### config.mk
export PLATFORM = sky130hd
export DESIGN_NAME = gate_sequence_accumulator
export DESIGN_NICKNAME = d
export VERILOG_FILES = /design/src/rtl/gate_sequence_accumulator.sv
export SDC_FILE = /design/constraint.sdc
export NUM_CORES = 2
export LEC_CHECK = 0
export BUFFER_PORTS_ARGS = -buffer_cell sky130_fd_sc_hd__buf_2
export CORE_ASPECT_RATIO = 1.4
export CORE_MARGIN = 2
export CORE_UTILIZATION = 60
export DETAILED_ROUTE_END_ITERATION = 12
export PLACE_DENSITY = 0.92
export SETUP_SLACK_MARGIN = 0.4
export SLEW_MARGIN = 10
export SYNTH_ARGS = -nofsm -noshare
export SYNTH_HDL_FRONTEND = slang
export SYNTH_SLANG_ARGS = --single-unit
export TNS_END_PERCENT = 20
### constraint.sdc
create_clock -name clk -period 38.9 [get_ports clk]
set_input_delay 9.725 -clock clk [delete_from_list [all_inputs] [get_ports clk]]
set_output_delay 9.725 -clock clk [all_outputs]
set_load 0.02 [all_outputs]
### src/rtl/gate_sequence_accumulator.sv
// gate_sequence_accumulator: accumulates a 2x2 complex gate-sequence product
// through an external matrix multiplier, reusing a per-index prefix cache.
module gate_sequence_accumulator #(
  parameter int WIDTH       = 19,
  parameter int GATE_BITS   = 5,
  parameter int CACHE_DEPTH = 8,
  parameter int RIGHT_MUL   = 1
) (
  input  logic                   clk,
  input  logic                   reset,
  input  logic [GATE_BITS-1:0]   seq_index,
  input  logic [GATE_BITS-1:0]   seq_gate,
  input  logic                   ready,
  input  logic                   first,
  output logic                   available,
  output logic [8*WIDTH-1:0]     result_mtx,
  output logic                   done,
  output logic                   cache_hit,
  output logic                   seq_error,
  output logic [GATE_BITS-1:0]   gate_addr,
  input  logic [8*WIDTH-1:0]     gate_mtx,
  output logic [8*WIDTH-1:0]     multiplier_a,
  output logic [8*WIDTH-1:0]     multiplier_b,
  input  logic [8*WIDTH-1:0]     multiplier_result,
  output logic                   multiplier_ready,
  input  logic                   multiplier_done
);

  localparam int MW = 8 * WIDTH;
  localparam int CW = (CACHE_DEPTH > 1) ? $clog2(CACHE_DEPTH) : 1;
  localparam logic [31:0] DEPTH_U = CACHE_DEPTH;

  localparam logic [2:0] S_IDLE   = 3'd0;
  localparam logic [2:0] S_LOOKUP = 3'd1;
  localparam logic [2:0] S_FETCH  = 3'd2;
  localparam logic [2:0] S_MUL    = 3'd3;
  localparam logic [2:0] S_WAIT   = 3'd4;

  logic [2:0]             r_state;
  logic [GATE_BITS-1:0]   r_idx;
  logic [GATE_BITS-1:0]   r_gate;
  logic [GATE_BITS-1:0]   r_top;
  logic [GATE_BITS-1:0]   r_addr;
  logic                   r_first;
  logic                   r_match;
  logic                   r_err;
  logic                   r_done;
  logic                   r_hit;
  logic                   r_mready;
  logic [MW-1:0]          r_p;
  logic [MW-1:0]          r_a;
  logic [MW-1:0]          r_b;
  logic [CACHE_DEPTH-1:0] r_valid;
  logic [GATE_BITS-1:0]   r_tag   [CACHE_DEPTH];
  logic [MW-1:0]          r_cache [CACHE_DEPTH];

  logic                   w_in_range;
  logic [CW-1:0]          w_cidx;
  logic                   w_hit;
  logic                   w_mul_st;
  logic                   w_fill;
  logic                   w_idx0;
  logic [MW-1:0]          w_new_p;
  logic [GATE_BITS-1:0]   w_prev_m1;

  assign w_in_range = {{(32-GATE_BITS){1'b0}}, r_idx} < DEPTH_U;
  assign w_cidx     = r_idx[CW-1:0];
  assign w_hit      = r_match && w_in_range && r_valid[w_cidx] &&
                      (r_tag[w_cidx] == r_gate);
  assign w_mul_st   = (r_state == S_MUL) || (r_state == S_WAIT);
  assign w_fill     = ((r_state == S_FETCH) && r_first) ||
                      (w_mul_st && multiplier_done);
  assign w_idx0     = (r_idx == '0);
  assign w_new_p    = (r_state == S_FETCH) ? gate_mtx : multiplier_result;
  assign w_prev_m1  = r_idx - {{(GATE_BITS-1){1'b0}}, 1'b1};

  // Cache payload needs no reset: the valid bits guard every read.
  always_ff @(posedge clk) begin
    if (w_fill && w_in_range) begin
      r_cache[w_cidx] <= w_new_p;
      r_tag[w_cidx]   <= r_gate;
    end
  end

  always_ff @(posedge clk or posedge reset) begin
    if (reset) begin
      r_state  <= S_IDLE;
      r_idx    <= '0;
      r_gate   <= '0;
      r_top    <= '0;
      r_addr   <= '0;
      r_first  <= 1'b0;
      r_match  <= 1'b0;
      r_err    <= 1'b0;
      r_done   <= 1'b0;
      r_hit    <= 1'b0;
      r_mready <= 1'b0;
      r_p      <= '0;
      r_a      <= '0;
      r_b      <= '0;
      r_valid  <= '0;
    end else begin
      r_done   <= 1'b0;
      r_hit    <= 1'b0;
      r_mready <= 1'b0;
      // A freshly computed prefix makes every deeper entry stale.
      if (w_fill && w_in_range) begin
        for (int i = 0; i < CACHE_DEPTH; i++)
          if (i < int'(r_idx)) r_valid[i] <= 1'b0;
        r_valid[w_cidx] <= 1'b1;
      end
      unique case (r_state)
        S_IDLE: begin
          if (ready) begin
            r_idx   <= seq_index;
            r_gate  <= seq_gate;
            r_addr  <= seq_gate;
            r_first <= first;
            r_state <= S_LOOKUP;
            if (first) begin
              r_match <= (seq_index == r_top);
              r_err   <= 1'b0;
              if (seq_index != r_top) begin
                r_valid <= '0;
                r_top   <= seq_index;
              end
            end else if (seq_index != w_prev_m1) begin
              r_err <= 1'b1;
            end
          end
        end
        S_LOOKUP: begin
          if (w_hit) begin
            r_p     <= r_cache[w_cidx];
            r_hit   <= 1'b1;
            r_done  <= w_idx0;
            r_state <= S_IDLE;
          end else begin
            r_match <= 1'b0;
            r_state <= S_FETCH;
          end
        end
        S_FETCH: begin
          if (r_first) begin
            r_p     <= gate_mtx;
            r_done  <= w_idx0;
            r_state <= S_IDLE;
          end else begin
            if (RIGHT_MUL != 0) begin
              r_a <= r_p;
              r_b <= gate_mtx;
            end else begin
              r_a <= gate_mtx;
              r_b <= r_p;
            end
            r_mready <= 1'b1;
            r_state  <= S_MUL;
          end
        end
        S_MUL, S_WAIT: begin
          if (multiplier_done) begin
            r_p     <= multiplier_result;
            r_done  <= w_idx0;
            r_state <= S_IDLE;
          end else begin
            r_state <= S_WAIT;
          end
        end
        default: r_state <= S_IDLE;
      endcase
    end
  end

  assign available        = (r_state == S_IDLE);
  assign result_mtx       = r_p;
  assign done             = r_done;
  assign cache_hit        = r_hit;
  assign seq_error        = r_err;
  assign gate_addr        = r_addr;
  assign multiplier_a     = r_a;
  assign multiplier_b     = r_b;
  assign multiplier_ready = r_mready;

endmodule

# Word-level counts from Yosys, hierarchy flattened
# Memories as Yosys holds them, arrays and structs flattened.
# Index checks and enable logic that the tools add are counted.
dict set report totals {
  reg_bits 488
  latchBits 0
  ramBits 1256
  mem_bits_ro 0
  inputBits 319
  output_inout_bits 466
  n_memories 2
}
# memory words word_bits read_ports rd_clocked_by_memory_dff write_ports line
set mem_list {}
lappend mem_list {r_cache 8 152 1 0 1 55} ;# logic [MW-1:0] r_cache [CACHE_DEPTH];
lappend mem_list {r_tag 8 5 1 0 1 54} ;# logic [GATE_BITS-1:0] r_tag [CACHE_DEPTH];
dict set report op_classes {
  n_addsub 1
  mul 0
  div_mod_pow 0
  order_cmp 11
  n_eq_ne 14
  shifts 0
  mux 51
  bitwise_logic 2
  n_reduce_logical 21
}
# cell count
set op_table {}
lappend op_table {{$mux W152} 4}
lappend op_table {{$pmux W152 S3} 1}
lappend op_table {{$mux W8} 5}
lappend op_table {{$mux W1} 32}
lappend op_table {{$lt A3 B5 Y1 const A} 4}
lappend op_table {{$ne A2 B2 Y1 const B} 6}
lappend op_table {{$pmux W3 S4} 1}
lappend op_table {{$reduce_and A4 Y1} 3}
lappend op_table {{$eq A5 B5 Y1} 2}
lappend op_table {{$lt A1 B5 Y1 const A} 2}
lappend op_table {{$lt A2 B5 Y1 const A} 2}
lappend op_table {{$ne A5 B5 Y1} 2}
lappend op_table {{$or A8 B8 Y8} 1}
lappend op_table {{$logic_and A1 B1 Y1} 7}
lappend op_table {{$eq A3 B2 Y1 const B} 2}
lappend op_table {{$mux W3} 2}
lappend op_table {{$logic_not A5 Y1} 1}
lappend op_table {{$lt A5 B4 Y1 const B} 1}
lappend op_table {{$sub A5 B1 Y5 const B} 1}
lappend op_table {{$lt A3 B4 Y1 const B} 1}
lappend op_table {{$mux W2} 2}
lappend op_table {{$reduce_and A2 Y1} 2}
lappend op_table {{$reduce_bool A2 Y1} 2}
lappend op_table {{$bmux W1 S3} 1}
lappend op_table {{12 further kinds} 13}

# Longest topological paths before layout
dict set report logic_depth {
  depth_word 12
  mapped_depth 11
}

# Worst setup path before layout
# OpenSTA, ideal clock, no wires.
dict set report synth_path {
  path_type {input-to-reg}
  from {in multiplier_done}
  to {mem r_cache[2][0] (netlist name) (enable)}
  setup_ps 1058
  t_arrival_ps 25023
  setup_slack_ps 12819
  cell_stages 4
  path_cell_list {nand2_1 -> o32a_1 -> nand2b_1 -> nor4_1}
}
dict set report synth_via {
  elab_chain_cells 5
}
# item line
set synth_rtl {}
lappend synth_rtl {{start: declaration} 26} ;# input logic multiplier_done
lappend synth_rtl {{$logic_and A1 B1 Y1} 72} ;# (w_mul_st && multiplier_done);
lappend synth_rtl {{$logic_or A1 B1 Y1} 71} ;# assign w_fill = ((r_state == S_FETCH) && r_first) ||
lappend synth_rtl {{$logic_and A1 B1 Y1} 79} ;# if (w_fill && w_in_range) begin
lappend synth_rtl {{$mux W1} 79}
lappend synth_rtl {{$mux W1 (implied by the code)} 80} ;# r_cache[w_cidx] <= w_new_p;
lappend synth_rtl {{end: declaration} 55}
# No other way between the ends.

# Final worst setup path
dict set report layout_path {
  from {in multiplier_done}
  to {mem r_cache[5][9] (netlist name) (enable)}
}
# Same word-level chain as after synthesis.

==> flow_summary.html <==
<table>
<tr><th>Metric</th><th>Value</th></tr>
<tr><th colspan="2">Run status</th></tr>
<tr><td>Result of the run</td><td>completed</td></tr>
<tr><th colspan="2">STA</th></tr>
<tr><td>Final setup violation count</td><td>0</td></tr>
<tr><td>Final sum of negative setup slack</td><td>0 ns</td></tr>
<tr><td>Tcrit/Tclk final</td><td>between 30% and 40%</td></tr>
<tr><td>Slew headroom</td><td>22.4%</td></tr>
<tr><td>Hold Fails Final Rpt</td><td>0</td></tr>
<tr><td>Number of pins exceeding their max-slew limit in the final report</td><td>0</td></tr>
<tr><td>RSZ-0062 raised after global routing</td><td>false</td></tr>
<tr><td>Transition time at the pin with the least slew margin</td><td>1.16 ns</td></tr>
<tr><td>Clock Skews</td><td>~0.027 ns</td></tr>
<tr><td>Highest achievable clock rate</td><td>78.0 MHz</td></tr>
<tr><td>Post-route worst setup slack</td><td>26.08 ns</td></tr>
<tr><td>Final critical-path required period</td><td>12.82 ns</td></tr>
<tr><th colspan="2">Global routing</th></tr>
<tr><td>Antenna violations before repair</td><td>23</td></tr>
<tr><td>Via count of the first global-routing pass</td><td>between 40k and 50k</td></tr>
<tr><td>Pin count of the biggest net entering global routing</td><td>108</td></tr>
<tr><td>Overall overflow remaining after global route</td><td>0</td></tr>
<tr><td>Global-route wire length before repair</td><td>approximately 280 mm</td></tr>
<tr><td>Global Route Usage Sum</td><td>about 30%</td></tr>
<tr><th colspan="2">Power and ir drop</th></tr>
<tr><td>Fraction of power spent switching nets</td><td>between 30 and 40%</td></tr>
<tr><td>Total power per unit cell area</td><td>81.4 nW/um2</td></tr>
<tr><td>Part of the power in registers</td><td>39.2%</td></tr>
<tr><td>Leak pwr</td><td>between 30 and 40 nW</td></tr>
<tr><td>Part of the power in the clock network</td><td>22.9%</td></tr>
<tr><td>Switching power of the nets</td><td>about 0.0024 W</td></tr>
<tr><td>Worst vdd rail ir drop</td><td>0.0787 mV</td></tr>
<tr><td>Combinational Power Share</td><td>37.9%</td></tr>
<tr><td>Internal cell power</td><td>approximately 0.0043 W</td></tr>
<tr><th colspan="2">CTS</th></tr>
<tr><td>Max Buffers Root-to-Sink</td><td>3</td></tr>
<tr><td>H-Tree Depth</td><td>4</td></tr>
<tr><td>Number of setup buffers added after CTS</td><td>0</td></tr>
<tr><td>Clock tree from TritonCTS</td><td>yes</td></tr>
<tr><td>Worst skew pair latency</td><td>slightly below 0.8 ns</td></tr>
<tr><td>Worst-path clk slew</td><td>0.06 ns</td></tr>
<tr><td>Total clock sinks</td><td>~1.7k</td></tr>
<tr><td>CTS hold repair buffers</td><td>0</td></tr>
<tr><td>Clock buffer count from CTS</td><td>157</td></tr>
<tr><td>CTS root buf</td><td>clkbuf_16</td></tr>
<tr><td>Number of resized instances in the post-cts repair step</td><td>0</td></tr>
<tr><th colspan="2">Synth</th></tr>
<tr><td>Most common flop cell mapped by yosys</td><td>edfxtp_1</td></tr>
<tr><td>Number of distinct library cell variants in the gate-level netlist after synthesis</td><td>49</td></tr>
<tr><td>Post-Synthesis Mean Instance Area</td><td>18.1 um2</td></tr>
<tr><td>Number of standard cells after synthesis</td><td>4005</td></tr>
<tr><td>Leading cell types by total area after synthesis</td><td>edfxtp_1 (52%), dfrtp_1 (17%), mux4_2 (9.7%)</td></tr>
<tr><td>Fraction of synthesized cell area taken by the top area cell type</td><td>52.0%</td></tr>
<tr><td>Share of synthesized area occupied by flip-flops and latches</td><td>68.9%</td></tr>
<tr><td>Flop and latch count out of synthesis</td><td>~1.7k</td></tr>
<tr><td>Number of nets in the synthesized netlist</td><td>4327</td></tr>
<tr><td>Post-synth EDFFs</td><td>about 1.3k</td></tr>
<tr><td>Async SR Flop Fraction</td><td>28.0%</td></tr>
<tr><td>Netlist area before placement</td><td>around 72000 um2</td></tr>
<tr><td>Cell type with the highest aggregate area in the netlist</td><td>edfxtp_1</td></tr>
<tr><td>Yosys warning count</td><td>0</td></tr>
<tr><th colspan="2">Worst setup path</th></tr>
<tr><td>Nature of the critical path endpoint</td><td>register</td></tr>
<tr><td>Critical Path RT</td><td>39.29 ns</td></tr>
<tr><td>Worst Path Max Fanout</td><td>105</td></tr>
<tr><td>Setup CP Type</td><td>in2reg</td></tr>
<tr><td>R2r worst-path depth</td><td>10</td></tr>
<tr><td>Startpoint type of the worst setup path</td><td>primary input</td></tr>
<tr><td>Arrival time at the worst endpoint</td><td>13.21 ns</td></tr>
<tr><th colspan="2">Floorplanning</th></tr>
<tr><td>Starting Density</td><td>60.6%</td></tr>
<tr><td>Core Footprint</td><td>120000 um2</td></tr>
<tr><td>Core Rows</td><td>150</td></tr>
<tr><td>Die Y</td><td>415 um</td></tr>
<tr><td>Horiz. Die Dim</td><td>slightly below 300 um</td></tr>
<tr><td>Ports</td><td>just under 800</td></tr>
<tr><td>Die footprint</td><td>124000 um2</td></tr>
<tr><th colspan="2">Hold path</th></tr>
<tr><td>Number of cells on the worst hold path</td><td>1</td></tr>
<tr><td>Hold Crit Class</td><td>reg2reg</td></tr>
<tr><th colspan="2">Layout</th></tr>
<tr><td>Top library cells by usage in the layout, fill and taps aside</td><td>edfxtp_1 (1256), buf_2 (784), mux2_2 (544)</td></tr>
<tr><td>Commonest non-fill, non-tap cell in the layout</td><td>edfxtp_1</td></tr>
<tr><td>Fraction of layout cells with a size suffix above 1</td><td>40.1%</td></tr>
<tr><td>Final Net Count</td><td>5074</td></tr>
<tr><td>Growth of design area from synthesis to finish</td><td>14.5%</td></tr>
<tr><td>Non-filler instance count after layout</td><td>6497</td></tr>
<tr><th colspan="2">Detailed routing</th></tr>
<tr><td>Vias per Instance</td><td>6.63</td></tr>
<tr><td>Post-route antenna net violation count</td><td>0</td></tr>
<tr><td>Vias after detailed routing</td><td>43.0k</td></tr>
<tr><td>Violation count after the first detailed-route iteration</td><td>between 5k and 6k</td></tr>
<tr><td>Routed wirelength normalized by instance count</td><td>roughly 29 um</td></tr>
<tr><td>Total wire length</td><td>187 mm</td></tr>
<tr><td>Number of iterations in the first detailed-routing pass</td><td>6</td></tr>
<tr><td>DRC errors left</td><td>0</td></tr>
<tr><th colspan="2">Placed design</th></tr>
<tr><td>Final Wtd Congestion</td><td>0.852</td></tr>
<tr><td>Placed Instances</td><td>around 6.2k</td></tr>
<tr><td>Final HPWL DP</td><td>111 mm</td></tr>
<tr><td>Pre-CTS setup slack</td><td>25.38 ns</td></tr>
<tr><td>Number of I/O port buffers</td><td>784</td></tr>
<tr><th colspan="2">Flow run</th></tr>
<tr><td>Number of max-capacitance violations reported</td><td>0</td></tr>
</table>
final timing paths:
path	end	start	slack [ns]
max	r_cache[5][9]	multiplier_done	26.08
min	multiplier_b[147]	multiplier_b[147]	0.50
max reg2reg	result_mtx[62]	r_idx[1]	32.49
min reg2reg	multiplier_b[147]	multiplier_b[147]	0.50
max in group asynchronous	multiplier_a[53]	reset	26.83
min in group asynchronous	result_mtx[107]	reset	9.07
through the flow:
stage | area, um2 | hold slack [ns] | utilization (%) | power (W)
6_report | 83000 | 0.500 | 69.4 | 0.00676
5_1_grt | 83000 | 0.516 | 69.4 | 0.00700
4_1_cts | 83000 | 0.503 | 69.4 | 0.00675
3_5_place_dp | 77900 | 0.487 | 65.1 | 0.00515
3_3_place_gp | 77900 | 0.484 | 65.1 | 0.00504
2_1_floorplan | 72500 | 0.462 | - | 0.00440
Yosys cell counts (60+ instances only):
master and count:
mux2i_1 323, o21ai_0 157, mux2_2 544, edfxtp_1 1256, nor2_1 161, dfrtp_1 488, mux2_1 69, clkbuf_1 182
a21oi_1 159, o22a_1 152, buf_1 60, mux4_2 311
layer usage:
metal / global-route usage (%) / wire (um) / vias up
li1: - / - / 17358
met1: 36.5 / 63900 / 21977
met2: 52.0 / 97100 / 3088
met3: 5.41 / 17100 / 619
met4: 13.9 / 9160 / 4
met5: 0 / 30 / -
final cells by class:
cell class / count / area [um2]
Antenna cell: 21 / 52.6
Timing Repair Buffer: 855 / 4470
Clock buffer: 209 / 4360
Inverter: 5 / 38.8
Tap cell: 1596 / 2000
Fill cell: 6983 / 36500
Sequential cell: 1744 / 49900
Clock inverter: 78 / 744
Multi-Input combinational cell: 1989 / 21400
power groups by stage:
stage	Combinational, W	Clock [W]	Sequential, W
after global placement	0.00239	0	0.00265
after detailed placement	0.00248	0	0.00267
after floorplan	0.00151	0	0.00289
after CTS	0.00254	0.00156	0.00264
final	0.00256	0.00155	0.00265
after global routing	0.00270	0.00163	0.00268
flip-flops by register name (all words and copies together) (netlist names):
signal / count
r_first: 1
result_mtx: 152
cache_hit: 1
r_top: 5
r_idx: 5
r_match: 1
gate_addr: 5
multiplier_b: 152
seq_error: 1
r_tag: 40
multiplier_a: 152
r_valid: 8
multiplier_ready: 1
done: 1
r_state: 3
r_cache: 1216
cell families after synthesis:
logic type / after synthesis / share of synthesized area (%)
compound gates: 489 / 4.24
buf+inv: 272 / 1.67
flops: 1744 / 68.9
fa+ha+maj: 3 / 0.0518
simple gates: 238 / 1.35
xor+xnor: 12 / 0.145
mux: 1247 / 23.6
worst max-delay path: stages:
cell     delay [ns]
buf_2          0.12
nand2_1        0.06
o32a_1         0.33
nor3_1         0.72
nand2_1        0.32
nor3_2         0.28
buf_12         0.57
buf_4          0.83
Power figures use the tool's default switching activity.
